File: src/rtl/rf_pkg.sv
// Shared definitions for the digit-serial register file: sequencer states,
// default core geometry and legality checks for elaboration-time assertions.
package rf_pkg;

  typedef enum logic {
    IDLE  = 1'b0,
    SHIFT = 1'b1
  } state_t;

  localparam int XLEN_DEFAULT    = 32;
  localparam int DIGIT_W_DEFAULT = 2;
  localparam int NREGS_DEFAULT   = 16;

  function automatic bit digit_w_legal(input int xlen, input int digit_w);
    return ((digit_w == 1) || (digit_w == 2) || (digit_w == 4) || (digit_w == 8)) &&
           ((xlen % digit_w) == 0);
  endfunction

  function automatic bit nregs_legal(input int nregs);
    return (nregs == 16) || (nregs == 32);
  endfunction

endpackage

File: src/rtl/serial_reg.sv
// One rotating register word: rotates right by DIGIT_W per shift cycle and,
// when selected for write, replaces the outgoing digit with the incoming one.
module serial_reg #(
  parameter int XLEN    = 32,
  parameter int DIGIT_W = 2
) (
  input  logic               clk,
  input  logic               rst_n,
  input  logic               shift_en,
  input  logic               wr_sel,
  input  logic [DIGIT_W-1:0] digit_in,
  output logic [DIGIT_W-1:0] digit_out
);

  logic [XLEN-1:0] data;
  logic [DIGIT_W-1:0] top_digit;

  assign digit_out = data[DIGIT_W-1:0];
  assign top_digit = wr_sel ? digit_in : data[DIGIT_W-1:0];

  always_ff @(posedge clk) begin
    if (!rst_n) begin
      data <= '0;
    end else if (shift_en) begin
      data <= {top_digit, data[XLEN-1:DIGIT_W]};
    end
  end

endmodule

File: src/rtl/serial_regfile_seq.sv
// Digit-serial register file: one read-two/write-one operation takes
// XLEN/DIGIT_W shift cycles, with reads returning pre-write values.
module serial_regfile_seq
  import rf_pkg::*;
#(
  parameter int XLEN     = XLEN_DEFAULT,
  parameter int DIGIT_W  = DIGIT_W_DEFAULT,
  parameter int NREGS    = NREGS_DEFAULT,
  parameter int ZERO_REG = 1
) (
  input  logic                     clk,
  input  logic                     rst_n,
  input  logic                     cmd_valid,
  output logic                     cmd_ready,
  input  logic                     cmd_write,
  input  logic [$clog2(NREGS)-1:0] rs1_sel,
  input  logic [$clog2(NREGS)-1:0] rs2_sel,
  input  logic [$clog2(NREGS)-1:0] rd_sel,
  input  logic [XLEN-1:0]          wdata,
  output logic [XLEN-1:0]          rdata1,
  output logic [XLEN-1:0]          rdata2,
  output logic                     busy,
  output logic                     done
);

  localparam int N     = XLEN / DIGIT_W;
  localparam int CNT_W = (N > 1) ? $clog2(N) : 1;
  localparam int IDX_W = $clog2(NREGS);

  if (!digit_w_legal(XLEN, DIGIT_W)) begin : g_bad_digit_w
    $error("serial_regfile_seq: DIGIT_W must be 1, 2, 4 or 8 and divide XLEN");
  end
  if (!nregs_legal(NREGS)) begin : g_bad_nregs
    $error("serial_regfile_seq: NREGS must be 16 or 32");
  end

  state_t             state;
  state_t             state_next;
  logic [CNT_W-1:0]   cnt;
  logic               last;
  logic               accept;
  logic [IDX_W-1:0]   rs1_q;
  logic [IDX_W-1:0]   rs2_q;
  logic [IDX_W-1:0]   rd_q;
  logic               write_q;
  logic [XLEN-1:0]    wdata_q;
  logic [XLEN-1:0]    acc1;
  logic [XLEN-1:0]    acc2;
  logic               done_r;
  logic [DIGIT_W-1:0] digit [NREGS];

  assign last   = (state == SHIFT) && (cnt == CNT_W'(N - 1));
  assign accept = cmd_valid && cmd_ready;

  always_ff @(posedge clk) begin
    if (!rst_n) begin
      state <= IDLE;
    end else begin
      state <= state_next;
    end
  end

  always_comb begin
    state_next = state;
    case (state)
      IDLE:    if (cmd_valid) state_next = SHIFT;
      SHIFT:   if (last)      state_next = IDLE;
      default: state_next = IDLE;
    endcase
  end

  always_comb begin
    cmd_ready = (state == IDLE);
    busy      = (state == SHIFT);
    done      = done_r;
    rdata1    = acc1;
    rdata2    = acc2;
  end

  always_ff @(posedge clk) begin
    if (!rst_n) begin
      cnt    <= '0;
      done_r <= 1'b0;
    end else begin
      done_r <= last;
      cnt    <= ((state == SHIFT) && !last) ? cnt + 1'b1 : '0;
    end
  end

  // Capture on acceptance; while shifting, wdata feeds the write digit and the
  // source digits fill the accumulators from the top, ending LSB-aligned.
  always_ff @(posedge clk) begin
    if (!rst_n) begin
      rs1_q   <= '0;
      rs2_q   <= '0;
      rd_q    <= '0;
      write_q <= 1'b0;
      wdata_q <= '0;
      acc1    <= '0;
      acc2    <= '0;
    end else if (accept) begin
      rs1_q   <= rs1_sel;
      rs2_q   <= rs2_sel;
      rd_q    <= rd_sel;
      write_q <= cmd_write;
      wdata_q <= wdata;
    end else if (state == SHIFT) begin
      wdata_q <= wdata_q >> DIGIT_W;
      acc1    <= {digit[rs1_q], acc1[XLEN-1:DIGIT_W]};
      acc2    <= {digit[rs2_q], acc2[XLEN-1:DIGIT_W]};
    end
  end

  for (genvar i = 0; i < NREGS; i++) begin : g_reg
    if ((ZERO_REG != 0) && (i == 0)) begin : g_zero
      assign digit[i] = '0;
    end else begin : g_rot
      serial_reg #(
        .XLEN    (XLEN),
        .DIGIT_W (DIGIT_W)
      ) u_reg (
        .clk       (clk),
        .rst_n     (rst_n),
        .shift_en  (busy),
        .wr_sel    (write_q && (rd_q == IDX_W'(i))),
        .digit_in  (wdata_q[DIGIT_W-1:0]),
        .digit_out (digit[i])
      );
    end
  end

endmodule

File: config.mk
export PLATFORM = sky130hd
export DESIGN_NAME = serial_regfile_seq
export DESIGN_NICKNAME = d
export VERILOG_FILES = /design/src/rtl/rf_pkg.sv /design/src/rtl/serial_reg.sv /design/src/rtl/serial_regfile_seq.sv
export SDC_FILE = /design/constraint.sdc
export NUM_CORES = 1
export LEC_CHECK = 0
export ABC_AREA = 1
export CORE_AREA = 5 5 192 269
export DETAILED_ROUTE_END_ITERATION = 6
export DIE_AREA = 0 0 197 274
export SLEW_MARGIN = 20
export SYNTH_ARGS = -nofsm -noshare
export SYNTH_HDL_FRONTEND = slang
export SYNTH_SLANG_ARGS = --single-unit
File: constraint.sdc
create_clock -name clk -period 2.9 [get_ports clk]
set_input_delay 0.725 -clock clk [delete_from_list [all_inputs] [get_ports clk]]
set_output_delay 0.725 -clock clk [all_outputs]
set_load 0.005 [all_outputs]
==> results.sh, run 1 <==
export IMPL_synth_area_sq_um=21800
export IMPL_fin_hold_ws_ps=453
export IMPL_ios=115
export IMPL_dp_cells=3445
export IMPL_hold_end="cnt[0]"
export IMPL_required_ps=2170
export IMPL_nNetsFinal=2914
export IMPL_vias=17700
export IMPL_gr_total_overflow=0
export IMPL_fmax_mhz=387
export IMPL_antenna_left=0
export IMPL_cts_tree="done"
export IMPL_seqCellArea_sq_um=11900
export IMPL_antenna_found_initial=1
export IMPL_rr_worst_depth=6
export IMPL_worstReg2RegEnd="wdata_q[3]"
export IMPL_power_density_nw_per_um2=776
export IMPL_multi_input_area_sq_um=8470
export IMPL_p_total_mw=19.4
export IMPL_grt_pass1_vias=16200
export IMPL_layout_commonest_cell="nor2_1"
export IMPL_die_width_um=197
export IMPL_crit_type="reg -> out"
export IMPL_path_clk_slew_ps=60
export IMPL_syn_inst=2881
export IMPL_area_growth_pct=14.7
export IMPL_reg2reg_slack_ps=950
export IMPL_cts_root_buffer="clkbuf_16"
export IMPL_min_from="cnt[0]"
export IMPL_outcome="complete, no violations"
export IMPL_rows=96
export IMPL_avgViaCountPerCell=5.00
export IMPL_cts_buffers=55
export IMPL_drt_iter0_markers=1287
export IMPL_critPathLaunchType="flop"
export IMPL_clkSinkCount=595
export IMPL_setup_viol_count_final=0
export IMPL_ys_ff_latch=595
export IMPL_place_gp_congestion=0.820
export IMPL_die_area_sq_um=54000
export IMPL_clock_latency_ps=590
export IMPL_skew_ps=21.8
export IMPL_min_period_ps=2580
export IMPL_drive_gt1_share_pct=4.41
export IMPL_synth_nets=2930
export IMPL_r2r_start="busy"
export IMPL_ctsResizeCount=0
export IMPL_ctsLongestPathBuffers=3
export IMPL_ir_drop_mv=0.494
export IMPL_track_usage_pct=17.6
export IMPL_finalSetupTns_ps=0
export IMPL_max_cap_violations=0
export IMPL_min_path_cells=1
export IMPL_crit_arrival_ps=1860
export IMPL_core_sq_um=48800
export IMPL_hp_class="reg -> reg"
export IMPL_grt_max_degree=226
export IMPL_synth_area_per_cell_sq_um=7.56
export IMPL_start_util_pct=44.7
export IMPL_yosysUniqueCellTypes=23
export IMPL_post_cts_buffers=0
export IMPL_layout_common_cells="nor2_1 (1041), dfxtp_1 (594), o21ai_0 (549), nand2_1 (193), inv_1 (122)"
export IMPL_drc_errors=0
export IMPL_slew_viol_final=0
export IMPL_grt_first_pass_wirelength_um=81500
export IMPL_drt_pre_antenna_iters=5
export IMPL_worst_pin_slew_ps=921
export IMPL_fin_crit_sh_pct=89.1
export IMPL_routed_wirelength_um=48700
export IMPL_relSlewSlack_pct=38.6
export IMPL_cp_max_fo=27
export IMPL_port_buffers=114
export IMPL_ctsHtreeMaxLevel=2
export IMPL_ys_seq_area_share_pct=54.7
export IMPL_p_leak_nw=10.9
export IMPL_stdcell_count=3543
export IMPL_rsz0062_at_grt="false"
export IMPL_end_kind="primary output"
export IMPL_wire_per_inst_um=13.8
export IMPL_die_h_um=274
export IMPL_finalHoldViolCount=0
export IMPL_dp_hpwl_um=28700
export IMPL_hold_buffers=0
export IMPL_ys_warn_count=0
export IMPL_nFillCells=4795
[layer usage]
layer / vias to the layer above / track usage, % / wire length (um)
li1: 9162 / - / -
met1: 8223 / 24.0 / 22800
met2: 267 / 28.8 / 23100
met3: 77 / 2.51 / 1640
met4: 0 / 5.68 / 1280
met5: - / 0 / 0
[cell type report]
type | instances | area share (%)
Timing Repair Buffer | 138 | 5.81
Clock buffer | 89 | 6.79
Tap cell | 637 | 3.19
Multi-Input combinational cell | 1949 | 33.9
Sequential cell | 595 | 47.7
Inverter | 126 | 1.92
Antenna cell | 1 | 0.0100
Clock inverter | 8 | 0.721
[through the flow]
stage	setup WS (ps)	util, %	instance area [sq um]
6_report	317	51.2	25000
5_1_grt	236	51.2	25000
4_1_cts	267	51.2	25000
3_5_place_dp	726	47.4	23100
3_3_place_gp	782	47.4	23100
2_1_floorplan	1080	-	21800
[cells by family (layout without fill, tap and decap cells)]
group / count (synthesis) / count (layout) / synth area share [%]
AND/OR/NAND/NOR: 1291 / 1291 / 22.6
XOR/XNOR: 1 / 1 / 0.0402
buffers and inverters: 337 / 361 / 6.47
other: 0 / 1 / 0
adder cells (fa/ha/maj): 1 / 1 / 0.0574
AO/OA/AOI/OAI: 656 / 656 / 16.2
flip-flops: 595 / 595 / 54.7
[report_power, final]
part / switching, mW / leakage, nW / internal, mW / total, mW
registers: 0.479 / 4.90 / 9.04 / 9.52
clock network: 3.05 / 0.919 / 4.43 / 7.47
logic: 1.49 / 5.06 / 0.905 / 2.40
[registers in the layout, summed over array words and instances (netlist names), 4 cells and up]
register            count
cnt                     4
rs2_q                   4
wdata_q                32
g.g_rot.u_reg.data    480
rd_q                    4
rdata2                 32
rdata1                 32
rs1_q                   4
[worst max-delay path: stages (launching register included)]
cell	delay (ps)
dfxtp_4	450
inv_8	240
clkdlybuf4s50_1	570
[cells in the mapped netlist]
| library cell | count | area (sq um) |
|---|---|---|
| buf_1 | 4 | 15.0 |
| ha_1 | 1 | 12.5 |
| nor2_1 | 1041 | 3910 |
| o221ai_2 | 17 | 255 |
| nand3_1 | 54 | 270 |
| a31oi_1 | 16 | 100 |
| buf_2 | 76 | 380 |
| or2_1 | 1 | 6.26 |
| o21ai_0 | 549 | 2750 |
| inv_2 | 4 | 15.0 |
| buf_6 | 6 | 67.6 |
| dfxtp_1 | 595 | 11900 |
| a21boi_1 | 1 | 7.51 |
| buf_4 | 1 | 7.51 |
| or2_0 | 1 | 6.26 |
| inv_1 | 122 | 458 |
| clkbuf_1 | 124 | 465 |
| a21oi_1 | 32 | 160 |
| nand2_1 | 193 | 724 |
| or2_2 | 1 | 6.26 |
| o21ai_1 | 21 | 105 |
| xnor2_1 | 1 | 8.76 |
| o211ai_1 | 20 | 150 |
[how the worst max path moves through the flow]
stage,startpoint,depth (start not counted),endpoint
after detailed placement,cmd_valid,7,wdata_q[0]
final,busy,2,cmd_ready
after floorplan,busy,5,cmd_ready
after CTS,busy,2,cmd_ready
after global placement,cmd_valid,7,wdata_q[0]
after global routing,busy,2,cmd_ready
(Power assumes the default switching activity.)
==> run 2, diff against run 1 <==
--- a/config.mk
+++ b/config.mk
@@ -7,8 +7,10 @@
 export LEC_CHECK = 0
 export ABC_AREA = 1
 export CORE_AREA = 5 5 192 269
+export CTS_BUF_LIST = sky130_fd_sc_hd__clkbuf_4 sky130_fd_sc_hd__clkbuf_8
 export DETAILED_ROUTE_END_ITERATION = 6
 export DIE_AREA = 0 0 197 274
+export SETUP_SLACK_MARGIN = 0.2
 export SLEW_MARGIN = 20
 export SYNTH_ARGS = -nofsm -noshare
 export SYNTH_HDL_FRONTEND = slang
==> results.sh, run 2 (same netlist as run 1, synthesis figures left out) <==
export IMPL_outcome="complete, no violations"
export IMPL_antenna_found_initial=1
export IMPL_cp_max_fo=27
export IMPL_antenna_left=0
export IMPL_min_from="g_reg[9].g_rot.u_reg.data[24]"
export IMPL_die_h_um=274
export IMPL_finalSetupTns_ps=0
export IMPL_layout_commonest_cell="nor2_1"
export IMPL_track_usage_pct=18.0
export IMPL_required_ps=2170
export IMPL_relSlewSlack_pct=42.6
export IMPL_avgViaCountPerCell=4.94
export IMPL_fmax_mhz=385
export IMPL_path_clk_slew_ps=60
export IMPL_seqCellArea_sq_um=11900
export IMPL_skew_ps=42.6
export IMPL_fin_hold_ws_ps=441
export IMPL_clkSinkCount=595
export IMPL_drt_pre_antenna_iters=5
export IMPL_crit_arrival_ps=1870
export IMPL_multi_input_area_sq_um=8470
export IMPL_rsz0062_at_grt="false"
export IMPL_hold_end="g_reg[9].g_rot.u_reg.data[22]"
export IMPL_ir_drop_mv=0.437
export IMPL_dp_hpwl_um=28700
export IMPL_drive_gt1_share_pct=7.26
export IMPL_min_period_ps=2600
export IMPL_place_area_sq_um=23100
export IMPL_crit_type="reg -> out"
export IMPL_wire_per_inst_um=13.7
export IMPL_worstReg2RegEnd="wdata_q[3]"
export IMPL_slew_viol_final=0
export IMPL_start_util_pct=44.7
export IMPL_drt_iter0_markers=1265
export IMPL_finalHoldViolCount=0
export IMPL_power_density_nw_per_um2=774
export IMPL_worst_pin_slew_ps=861
export IMPL_area_growth_pct=15.6
export IMPL_p_leak_nw=11.1
export IMPL_max_cap_violations=0
export IMPL_ios=115
export IMPL_stdcell_count=3614
export IMPL_cts_buffers=92
export IMPL_ctsHtreeMaxLevel=3
export IMPL_die_width_um=197
export IMPL_ctsLongestPathBuffers=3
export IMPL_vias=17900
export IMPL_cts_tree="done"
export IMPL_place_gp_congestion=0.820
export IMPL_nNetsFinal=2951
export IMPL_regMostFlops="g.g_rot.u_reg.data"
export IMPL_nFillCells=4802
export IMPL_gr_total_overflow=0
export IMPL_min_path_cells=2
export IMPL_die_area_sq_um=54000
export IMPL_grt_first_pass_wirelength_um=82900
export IMPL_setup_viol_count_final=0
export IMPL_rr_worst_depth=6
export IMPL_grt_max_degree=226
export IMPL_critPathLaunchType="flop"
export IMPL_fin_crit_sh_pct=89.6
export IMPL_core_sq_um=48800
export IMPL_routed_wirelength_um=49300
export IMPL_drc_errors=0
export IMPL_rows=96
export IMPL_grt_pass1_vias=16700
export IMPL_clock_latency_ps=670
export IMPL_layout_common_cells="nor2_1 (1041), dfxtp_1 (594), o21ai_0 (549), nand2_1 (193), inv_1 (122)"
export IMPL_largest_reg_flops=480
export IMPL_r2r_start="busy"
export IMPL_cts_root_buffer="clkbuf_8"
export IMPL_port_buffers=114
export IMPL_end_kind="primary output"
export IMPL_finalInstanceArea_sq_um=25200
export IMPL_reg2reg_slack_ps=940
export IMPL_dp_cells=3445
export IMPL_hp_class="reg -> reg"
-- run 2: cell types whose count changed in the layout (fill, tap and decap cells not counted), moves of 2 or more --
cell / previous run / this run
clkinvlp_4: 0 / 2
clkbuf_1: 17 / 0
clkbuf_8: 15 / 119
bufinv_16: 5 / 3
clkinv_2: 2 / 10
clkbuf_4: 0 / 32
clkbuf_16: 57 / 0
-- run 2: final cells by class --
cell class | count | area share (%)
Tap cell | 637 | 3.17
Inverter | 126 | 1.93
Clock buffer | 151 | 7.46
Clock inverter | 17 | 0.716
Sequential cell | 595 | 47.3
Multi-Input combinational cell | 1949 | 33.6
Timing Repair Buffer | 138 | 5.76
Antenna cell | 1 | 0.00994
-- run 2: power breakdown --
part,switching [mW],leakage (nW),internal [mW]
clock,3.21,1.10,4.36
sequential,0.480,4.90,9.05
combinational,1.50,5.06,0.905
-- run 2: worst max-delay path by stage --
stage | startpoint | to | slack (ps) | cells past startpoint
after floorplan | busy | cmd_ready | 1080 | 5
after global placement | cmd_valid | wdata_q[0] | 780 | 7
after detailed placement | cmd_valid | wdata_q[0] | 730 | 7
after CTS | busy | cmd_ready | 210 | 2
after global routing | busy | cmd_ready | 210 | 2
final | busy | cmd_ready | 300 | 2
-- run 2: critical path: stages (launching register included) --
cell and delay, ps:
dfxtp_4 450, inv_12 200, clkdlybuf4s50_1 550
-- run 2: metal layers --
layer	up-vias	GRT usage (%)	routed length, um
met1	8282	23.7	22700
met5	-	0	0
met4	0	6.59	1060
met3	67	3.20	1720
met2	257	29.7	23800
li1	9259	-	-
-- run 2: stage by stage --
stage	total power, mW	utilization (%)	setup slack (ps)
after floorplan	11.3	-	1080
after global placement	12.1	47.4	782
after detailed placement	12.1	47.4	726
after CTS	19.8	51.6	207
after global routing	20.6	51.6	210
final	19.5	51.6	301
-- run 2: repair_timing --
action                     CTS  global route
setup endpoints to repair    1             0
hold buffers                 0             0
gates resized for setup      1             0
buffers inserted             0             0
==> run 3, diff against run 2 <==
--- a/config.mk
+++ b/config.mk
@@ -6,6 +6,7 @@
 export NUM_CORES = 1
 export LEC_CHECK = 0
 export ABC_AREA = 1
+export ABC_CLOCK_PERIOD_IN_PS = 2900
 export CORE_AREA = 5 5 192 269
 export CTS_BUF_LIST = sky130_fd_sc_hd__clkbuf_4 sky130_fd_sc_hd__clkbuf_8
 export DETAILED_ROUTE_END_ITERATION = 6
==> results of run 3 <==
No change in the layout: final DEF, timing and power equal those of run 2.
